`src/rtl/reset_sequencer.sv`:
```
// Reset sequencer: synchronises and debounces an external active-low reset
// request, then releases the domain resets one at a time, bit 0 first, with
// a fixed gap between releases. Every domain reset asserts the moment RST
// rises and deasserts only on a CLK edge.

// One domain reset flop. Clear beats set, so a new request landing on the
// same edge as this domain's release keeps the domain in reset.
module reset_sequencer_domain (
  input  logic CLK,
  input  logic RST,
  input  logic clr,
  input  logic set,
  output logic rst_n
);

  // Asserts asynchronously; deasserts only on the release strobe.
  always_ff @(posedge CLK or posedge RST) begin
    if (RST)      rst_n <= 1'b0;
    else if (clr) rst_n <= 1'b0;
    else if (set) rst_n <= 1'b1;
  end

endmodule

module reset_sequencer #(
  parameter int SYNC_STAGES = 2,
  parameter int FILTER_LEN  = 4,
  parameter int NUM_DOMAINS = 3,
  parameter int RELEASE_GAP = 8
) (
  input  logic                   CLK,
  input  logic                   RST,
  input  logic                   SW_RST_n,
  output logic [NUM_DOMAINS-1:0] RST_n_OUT,
  output logic                   READY,
  output logic [7:0]             REQ_CNT
);

  localparam int FW = $clog2(FILTER_LEN + 1);
  localparam int GW = $clog2(RELEASE_GAP + 1);
  localparam int IW = (NUM_DOMAINS > 1) ? $clog2(NUM_DOMAINS) : 1;

  localparam logic [1:0] HOLD    = 2'd0;
  localparam logic [1:0] RELEASE = 2'd1;
  localparam logic [1:0] RUN     = 2'd2;

  logic [SYNC_STAGES-1:0] sync_q;
  logic                   sync_req;
  logic [FW-1:0]          flt_cnt;
  logic                   flt_req;
  logic [1:0]             state;
  logic [GW-1:0]          gap_cnt;
  logic [IW-1:0]          idx;
  logic                   slot_done;
  logic                   last_dom;
  logic                   rel_stb;
  logic                   dom_clr;

  // Synchroniser chain. It resets to 0, so a fresh RST reads as "requesting"
  // until the pin has been seen high through the whole chain.
  always_ff @(posedge CLK or posedge RST) begin
    if (RST) sync_q <= '0;
    else     sync_q <= {sync_q[SYNC_STAGES-2:0], SW_RST_n};
  end

  assign sync_req = ~sync_q[SYNC_STAGES-1];

  // Debounce: the filtered request flips only after FILTER_LEN consecutive
  // samples disagree with it; any agreeing sample restarts the count.
  always_ff @(posedge CLK or posedge RST) begin
    if (RST) begin
      flt_cnt <= '0;
      flt_req <= 1'b1;
    end else if (sync_req != flt_req) begin
      if (flt_cnt == FW'(FILTER_LEN - 1)) begin
        flt_req <= ~flt_req;
        flt_cnt <= '0;
      end else begin
        flt_cnt <= flt_cnt + FW'(1);
      end
    end else begin
      flt_cnt <= '0;
    end
  end

  assign slot_done = (gap_cnt == GW'(RELEASE_GAP - 1));
  assign last_dom  = (idx == IW'(NUM_DOMAINS - 1));
  assign rel_stb   = (state == RELEASE) && slot_done;
  // A request out of RELEASE/RUN drops every domain on the same edge the
  // state machine returns to HOLD.
  assign dom_clr   = (state == HOLD) || flt_req;

  // Sequencing FSM plus the READY flag and the saturating request counter.
  always_ff @(posedge CLK or posedge RST) begin
    if (RST) begin
      state   <= HOLD;
      gap_cnt <= '0;
      idx     <= '0;
      READY   <= 1'b0;
      REQ_CNT <= 8'd0;
    end else begin
      case (state)
        HOLD: begin
          READY <= 1'b0;
          if (!flt_req) begin
            state   <= RELEASE;
            idx     <= '0;
            gap_cnt <= '0;
          end
        end
        RELEASE: begin
          if (flt_req) begin
            state <= HOLD;
            READY <= 1'b0;
            if (REQ_CNT != 8'hFF) REQ_CNT <= REQ_CNT + 8'd1;
          end else if (slot_done) begin
            gap_cnt <= '0;
            if (last_dom) begin
              state <= RUN;
              READY <= 1'b1;
            end else begin
              idx <= idx + IW'(1);
            end
          end else begin
            gap_cnt <= gap_cnt + GW'(1);
          end
        end
        RUN: begin
          if (flt_req) begin
            state <= HOLD;
            READY <= 1'b0;
            if (REQ_CNT != 8'hFF) REQ_CNT <= REQ_CNT + 8'd1;
          end
        end
        default: begin
          state <= HOLD;
          READY <= 1'b0;
        end
      endcase
    end
  end

  // Per-domain reset flops. Only the domain selected by idx sees the strobe,
  // so bits can only come out of reset in ascending order.
  for (genvar k = 0; k < NUM_DOMAINS; k++) begin : g_dom
    reset_sequencer_domain u_dom (
      .CLK   (CLK),
      .RST   (RST),
      .clr   (dom_clr),
      .set   (rel_stb && (idx == IW'(k))),
      .rst_n (RST_n_OUT[k])
    );
  end

endmodule

```
`config.mk`:
```
export PLATFORM = sky130hd
export DESIGN_NAME = reset_sequencer
export DESIGN_NICKNAME = d
export VERILOG_FILES = /design/src/rtl/reset_sequencer.sv
export SDC_FILE = /design/constraint.sdc
export NUM_CORES = 1
export LEC_CHECK = 0
export ABC_AREA = 1
export BUFFER_PORTS_ARGS = -buffer_cell sky130_fd_sc_hd__buf_4
export CAP_MARGIN = 20
export CORE_MARGIN = 5
export CORE_UTILIZATION = 52
export DETAILED_ROUTE_END_ITERATION = 10
export PLACE_DENSITY = 0.75
export SYNTH_ARGS = -nofsm -noshare
export SYNTH_HDL_FRONTEND = slang
export SYNTH_SLANG_ARGS = --single-unit
```
`constraint.sdc`:
```
create_clock -name CLK -period 1.2 [get_ports CLK]
set_input_delay 0.18 -clock CLK [delete_from_list [all_inputs] [get_ports CLK]]
set_output_delay 0.18 -clock CLK [all_outputs]
set_load 0.05 [all_outputs]
```
# After elaboration in Yosys (flattened, before gate mapping)
# Index checks and enable logic that the tools add are counted.
dict set report word_totals {
  register_bits 26
}
dict set report op_classes {
  add_sub_neg 4
  n_eq_ne 15
  n_mux 28
  bitwise_logic 2
  reduce_logical 18
}
# operator n
set ops {}
lappend ops {{2-to-1 mux 2 bit} 9}
lappend ops {{2-to-1 mux 4 bit} 3}
lappend ops {{2-to-1 mux 1 bit} 10}
lappend ops {{!= test 2 bit (second input constant)} 5}
lappend ops {{AND reduction 3 bit} 3}
lappend ops {{adder 8 x 1 -> 8 bit (second input constant)} 1}
lappend ops {{!= test 8 bit (second input constant)} 1}
lappend ops {{one-hot mux 4 bit (2 select lines)} 1}
lappend ops {{nonzero test 2 bit} 4}
lappend ops {{2-to-1 mux 3 bit} 2}
lappend ops {{!= test 3 bit (second input constant)} 2}
lappend ops {{one-hot mux 2 bit (3 select lines)} 1}
lappend ops {{AND reduction 5 bit} 1}
lappend ops {{adder 4 x 1 -> 4 bit (second input constant)} 1}
lappend ops {{== test 2 x 1 -> 1 bit (second input constant)} 2}
lappend ops {{== test 2 bit (second input constant)} 2}
lappend ops {{== test 4 x 3 -> 1 bit (second input constant)} 1}
lappend ops {{logical AND 1 bit} 4}
lappend ops {{logical NOT 2 bit} 2}
lappend ops {{one-hot mux 2 bit (2 select lines)} 1}
lappend ops {{AND reduction 4 bit} 1}
lappend ops {{adder 3 x 1 -> 3 bit (second input constant)} 1}
lappend ops {{== test 3 x 2 -> 1 bit (second input constant)} 1}
lappend ops {{adder 2 x 1 -> 2 bit (second input constant)} 1}
lappend ops {{6 further kinds} 7}

# Logic depth before layout (Yosys ltp)
# Gate-level depths: netlist of the first run.
dict set report depth {
  word_depth 5
  mapped_depth 8
  depth_no_buf 8
}

# By module
# Synthesis of the first run repeated with hierarchy kept, for this count alone.
dict set report unflattened {
  hier_cells 173
  hier_area_um2 1432.6
}
# module instances cells_per_inst area_per_inst_um2
set modules_own_cells {}
lappend modules_own_cells {reset_sequencer 1 161 1323.8}
lappend modules_own_cells {reset_sequencer_domain 3 4 36.3}

# Worst setup path before layout of the first run
# OpenSTA, ideal clock, no wires.
dict set report synth_timing {
  kind {reg2reg}
  start {reg REQ_CNT[0]}
  end {reg REQ_CNT[2]}
  setup_time_ps 76
  arrival_ps 1453
  slack_ps -330
  path_stages_with_launch 8
  path_buffers 0
  path_cell_list {dfrtp_1 ha_1 nand2_2 nor2_4 nand2_2 nand2_4 nand2_1 o21ai_1}
}
dict set report synth_via {
  elab_chain_len 2
  word_cells_on_any_way 3
  classes_between {1 x add/sub; 1 x eq/ne; 1 x reduce/logical}
}
# element line
set synth_rtl {}
lappend synth_rtl {{start, declared} 36} ;# output logic [7:0] REQ_CNT
lappend synth_rtl {{start signal, assigned} 115} ;# if (REQ_CNT != 8'hFF) REQ_CNT <= REQ_CNT + 8'd1;
lappend synth_rtl {{start signal, assigned} 132} ;# if (REQ_CNT != 8'hFF) REQ_CNT <= REQ_CNT + 8'd1;
lappend synth_rtl {{parallel branches: the longest is 2 deep, another holds adder 8 x 1 -> 8 bit} n/a}
# Parallel ways; which one is timed is not known.
# A chain may end at the register's enable or synchronous reset.

# Worst setup path in the final report of the first run
dict set report layout_timing {
  start {reg state[0]}
  end {reg state[1]}
}
dict set report layout_via {
  elab_chain_len 3
  word_cells_on_any_way 9
  classes_between {6 x eq/ne; 1 x mux; 2 x reduce/logical}
}
# element line
set layout_rtl {}
lappend layout_rtl {{start, declared} 51} ;# logic [1:0] state;
lappend layout_rtl {{start signal, assigned} 96} ;# state <= HOLD;
lappend layout_rtl {{start signal, assigned} 106} ;# state <= RELEASE;
lappend layout_rtl {{start signal, assigned} 113} ;# state <= HOLD;
lappend layout_rtl {{== test 2 x 1 -> 1 bit, or another cell as far along} 102} ;# case (state)
lappend layout_rtl {{!= test 3 bit (no line) / != test 2 bit (equally long branches)} n/a}
lappend layout_rtl {{AND reduction 4 bit (no line)} n/a}
# Several ways; a longest one is shown, not always the timed one.

==> results.toml, run 1 <==
[status]
status = "finished, violations left"
violations = "negative setup slack"

[timing]
worst_pin_slew_ns = 0.371
fmax_mhz = 754
min_period_ns = 1.33
hold-worst-slack_ns = 0.359
rsz0062_at_grt = "true"
finClkSkew_ns = 0.00447
max_slew_margin_pct = 75.3
hold_violations = 0
layout_setup_ws_ns = -0.126
fin_crit_sh_pct = 110
final-max-slew-violation-count = 0
tns_ns = -1.19
final-setup-viol-count = 20

[placed_design]
place_area_mm2 = 0.00172
dp_hpwl_um = 2180
port_buffers = 14
preCtsSetupSlack_ns = -0.0785
gp_congestion = 0.838
placed_cells = 224

[layout]
nets = 220
multi_input_area_um2 = 855
final_cell_count_no_fill = 238
final_cell_mix = "nand2_1 (41), buf_4 (23), dfrtp_1 (17)"
regArea_um2 = 662
mostFrequentLayoutCell = "nand2_1"
fin_area_mm2 = 0.00205
drive_gt1_share_pct = 46.4
filler_cell_count = 177
antenna_cells = 0
final_util_pct = 75.7
synthToLayoutAreaGrowth_pct = 42.4

[setup_path]
r2r_start = "state[0]"
arrival_ns = 1.56
crit_path_start = "state[0]"
worst-path-max-fanout = 6
rrSetupSlack_ns = -0.13
cp-start-kind = "flop"
endpoint_kind = "flop"
critical_path_class = "reg -> reg"
cp.required_ns = 1.44

[yosys]
synth.avg_cell_area_um2 = 8.58
synth-main-ff-cell = "dfrtp_1"
synth_top_area_cell = "dfrtp_1"
syn_area_mm2 = 0.00144
synth_cell_type_count = 29
async_flop_share_pct = 100
syn_inst = 168
synth_nets = 180
synth-seq-cells = 26
synth_top_area_share_pct = 43.4
ys_seq_area_share_pct = 45.2
ys_warn_count = 0
synth-edff-count = 0
synthTopCellsByArea = "dfrtp_1 (43%), nand2_1 (13%), ha_1 (7.8%)"

[worst_hold_path]
hold_path.class = "in -> async"

[clock_network]
cts_tree = "yes"
clock_latency_ns = 0.33
cts_root_buf = "clkbuf_4"
ctsHtreeMaxLevel = 1
cts-buffers-inserted = 3
numClockSinks = 26
path_clk_slew_ns = 0.14
cts_buffer_depth = 2

[drt]
drtAntennaViolNets = 0
initialDrtViolationCount = 34
wirelength_um = 3310
dr_total_vias = 1246
drc = 0
wire_per_inst_um = 13.9
drt-pass1-iter-count = 5
vias_per_cell = 5.24

[pwr]
total_power_mw = 4.49
power.leakage_nw = 0.957
pwr_density_cell_mw_per_mm2 = 2190
vdd_ir_drop_max_uv = 2290

[floorplan]
num_rows = 19
core_area_mm2 = 0.00271
die-area_mm2 = 0.00393
fp.dieH_um = 62.7
die_width_um = 62.7
io_pins = 15
start_util_pct = 53.2

[global_routing]
antenna_found_initial = 0
grt_max_degree = 16
grt_pass1_wl_um = 5640
grt-ovfl-total = 0
grt_pass1_vias = 1301
track_usage_pct = 17.4

[run]
maxCapViolCount = 0
-- final timing paths --
kind,to,cells after the start
max in group asynchronous,gap_cnt[2],4
worst max-delay path,state[1],8
worst min-delay path,flt_cnt[0],3
worst max register to register,state[1],8
min in group CLK,sync_q[1],0
worst min register to register,sync_q[1],0
-- cell usage after synthesis (2+ instances only) --
master and number:
xnor2_1 3, nand2_2 3, nor2_1 12, dfrtp_1 25, xor2_1 4, a21oi_1 3, o21ai_1 3, nand2_4 2
o21ai_0 4, nor2_4 2, ha_1 9, buf_4 4, inv_2 4, nand2_1 49, nand4_1 5, inv_1 13
nor2_2 2, nand3_1 10
-- timing repair --
action | 4_1_cts | 5_1_grt
resized for setup | 31 | 20
pin swaps | 15 | 12
setup endpoints to repair | 23 | 30
hold buffers | 2 | 0
setup buffers | 5 | 4
hold endpoints to repair | 7 | 0
-- final cells by class --
cell class / count / share of cell area [%]
multi-input cells: 121 / 41.6
flip-flops and latches: 26 / 32.3
repair buffers: 39 / 18.0
clock buffers: 3 / 1.10
well taps: 31 / 1.89
inverters: 17 / 3.60
clock inverters: 1 / 1.46
-- kinds of logic (layout without fill, tap and decap cells) --
| family | Yosys count | after routing | share of synthesized area [%] |
|---|---|---|---|
| AO/OA/AOI/OAI | 13 | 13 | 5.21 |
| XOR/XNOR | 7 | 7 | 4.25 |
| buffers and inverters | 21 | 60 | 6.51 |
| flip-flops | 26 | 26 | 45.2 |
| AND/OR/NAND/NOR | 92 | 92 | 31.0 |
| adder cells (fa/ha/maj) | 9 | 9 | 7.81 |
-- worst max-delay path, stage by stage (launching register included) --
cell     delay (ns)
dfrtp_1        0.43
buf_6          0.14
ha_4           0.19
nand2_4        0.10
inv_4          0.05
nand2_4        0.09
nand3_2        0.09
nand2_1        0.09
nand2_1        0.05
-- per-layer routing --
metal / up-vias / wire length [um] / global-route usage, %
li1: 611 / - / -
met1: 585 / 1330 / 20.3
met2: 34 / 1730 / 29.3
met3: 16 / 103 / 3.24
met4: 0 / 139 / 10.3
met5: - / 0 / 0
-- report_power, final --
part | total, mW | internal [mW] | switching, mW
sequential | 1.32 | 1.10 | 0.216
clock | 0.607 | 0.338 | 0.269
combinational | 2.57 | 1.17 | 1.40
-- sequential cells by signal, indices dropped and copies added, names as in the netlist --
register / count
g_dom.u_dom.rst_n: 3
flt_cnt: 3
READY: 1
gap_cnt: 4
sync_q: 2
flt_req: 1
REQ_CNT: 8
state: 2
idx: 2
Note: power is estimated with default switching activity, not from simulation.
==> run 2: changes to the inputs <==
Settings changed: ABC_AREA 1 to default, CORE_UTILIZATION 52 to 51, GPL_TIMING_DRIVEN from default to 0, PLACE_DENSITY 0.75 to 0.74, SYNTH_HIERARCHICAL from default to 1.
==> results.toml, run 2 <==
[setup_path]
endpoint_kind = "flop"
slowest_stage = "dfrtp_1"
reg2reg_depth = 5
critical_path_class = "reg -> reg"
arrival_ns = 1.63
worst-path-max-fanout = 5
cp.required_ns = 1.42
crit_path_max_incr_delay_ns = 0.40
cp-start-kind = "flop"
path_cells = "inv_2 -> ha_4 -> nand2_4 -> o21bai_4 -> mux2_4"

[drt]
vias_per_cell = 5.44
drt-pass1-iter-count = 4
dr_total_vias = 1067
wire_per_inst_um = 15.0
drc = 0
initialDrtViolationCount = 46
wirelength_um = 2950
drtAntennaViolNets = 0

[yosys]
synth-edff-count = 0
synth-seq-cells = 26
synth.avg_cell_area_um2 = 10.5
ys_warn_count = 6
synth_nets = 139
syn_inst = 127
async_flop_share_pct = 100
synth_most_common_cell = "dfrtp_1"
synth-main-ff-cell = "dfrtp_1"
synth_top_area_share_pct = 46.9
syn_area_mm2 = 0.00133
synth_cell_type_count = 39
synthTopCellsByArea = "dfrtp_1 (47%), ha_1 (8.5%), nand3_1 (3.0%)"
synth_top_area_cell = "dfrtp_1"
synth_commonest_cells = "dfrtp_1 (25), inv_1 (10), nand2_1 (10), ha_1 (9)"
ys_seq_area_share_pct = 48.9

[status]
violations = "negative setup slack"
status = "finished, violations left"

[layout]
antenna_cells = 0
top_register = "REQ_CNT"
largest_reg_flops = 8
reg_top3 = "REQ_CNT (8), gap_cnt (4)"
drive_gt1_share_pct = 51.8
mostFrequentLayoutCell = "buf_4"
final_cell_mix = "buf_4 (25), dfrtp_1 (17), buf_6 (10)"
nets = 179
fin_area_mm2 = 0.00193
synthToLayoutAreaGrowth_pct = 44.7

[clock_network]
numClockSinks = 26
cts_root_buf = "clkbuf_4"
cts_buffer_depth = 2
ctsHtreeMaxLevel = 1
cts-buffers-inserted = 3
clock_latency_ns = 0.32
cts_tree = "yes"
path_clk_slew_ns = 0.14

[placed_design]
place_area_mm2 = 0.00158
dp_hpwl_um = 1720
gp_congestion = 0.774
port_buffers = 14

[global_routing]
grt_max_degree = 24
track_usage_pct = 18.8
grt_pass1_vias = 1118
grt-ovfl-total = 0
grt_pass1_wl_um = 5230
antenna_found_initial = 0

[floorplan]
die_width_um = 61.1
io_pins = 15
start_util_pct = 53.8
die-area_mm2 = 0.00374
num_rows = 18
fp.dieH_um = 61.1
core_area_mm2 = 0.00248

[timing]
final-setup-viol-count = 21
layout_setup_ws_ns = -0.210
min_period_ns = 1.41
final-max-slew-violation-count = 0
finClkSkew_ns = 0.00465
max_slew_margin_pct = 41.5
fin_crit_sh_pct = 118
fmax_mhz = 709
worst_pin_slew_ns = 0.876
hold_violations = 0
rsz0062_at_grt = "true"
hold-worst-slack_ns = 0.0435

[pwr]
power.leakage_nw = 0.932
vdd_ir_drop_max_uv = 1870
total_power_mw = 4.25
pwr_density_cell_mw_per_mm2 = 2200

[worst_hold_path]
hold_path.class = "in -> async"

[run]
maxCapViolCount = 0
==> run 2: changes by cell type after synthesis, sizes merged, moves of 4 or more <==
cell   previous run  this run
and3              0         5
nor2             16         7
nand3            12         8
nand4             5         1
nor3              1         5
inv              17        10
nand2            54        10
==> run 2: final timing paths <==
check / from / end / slack (ns)
max: state[1] / REQ_CNT[1] / -0.21
min in group CLK: sync_q[0] / sync_q[1] / 0.38
max in group asynchronous: RST / REQ_CNT[0] / 0.56
min: RST / idx[0] / 0.04
max reg2reg: state[1] / REQ_CNT[1] / -0.21
min reg2reg: sync_q[0] / sync_q[1] / 0.38
==> run 2: cell type report <==
| cell class | instances | area (um^2) |
|---|---|---|
| clock buffers | 4 | 36.3 |
| repair buffers | 35 | 298 |
| multi-input cells | 87 | 815 |
| fillers | 150 | 549 |
| plain buffers | 4 | 42.5 |
| well taps | 30 | 37.5 |
| flip-flops and latches | 26 | 662 |
| inverters | 10 | 37.5 |
==> run 2: kinds of logic after synthesis <==
family	Yosys count	share of synthesized area (%)
and+or+nand+nor	47	19.3
muxes	1	0.845
DFF	26	48.9
xor gates and xnor gates	5	3.29
adders and majority gates	9	8.45
AOI/OAI and AO/OA	25	14.0
buffers and inverters	14	5.16
==> run 2: critical path, delay by kind of cell (launching register included) <==
kind	cells	cell delay [ns]
flip-flops	1	0.40
AND/OR/NAND/NOR	1	0.06
multiplexers	1	0.31
buffers and inverters	1	0.08
AO/OA/AOI/OAI	1	0.20
adder cells (fa/ha/maj)	1	0.28
==> run 2: per-stage QoR <==
stage	worst slack, ns	instances	TNS [ns]	utilization [%]
after floorplan	-0.272	127	-1.31	-
after global placement	-0.281	171	-2.32	63.9
after detailed placement	-0.295	171	-2.95	63.9
after CTS	-0.196	191	-2.53	73.3
after global routing	-0.266	196	-4.41	77.8
final	-0.210	196	-2.82	77.8
==> run 2: repair_timing <==
action,in CTS,in global routing
hold buffers,2,0
pin swaps,19,10
gates cloned,1,0
setup buffers,13,5
endpoints found under the hold margin,4,0
setup endpoints to repair,21,30
resized for setup,18,20
==> run 2: where the power goes <==
group	leakage, nW	internal (mW)	switching [mW]
clock	0.0210	0.185	0.258
sequential	0.329	1.12	0.291
combinational	0.583	1.18	1.21
==> run 2: per-layer routing <==
metal | share of wire (%) | vias to the layer above | global-route usage, %
met2 | 54 | 14 | 32.5
met1 | 42 | 529 | 24.0
li1 | - | 522 | -
met5 | 0 | - | 0
met4 | 0.65 | 0 | 6.50
met3 | 3.4 | 2 | 2.73
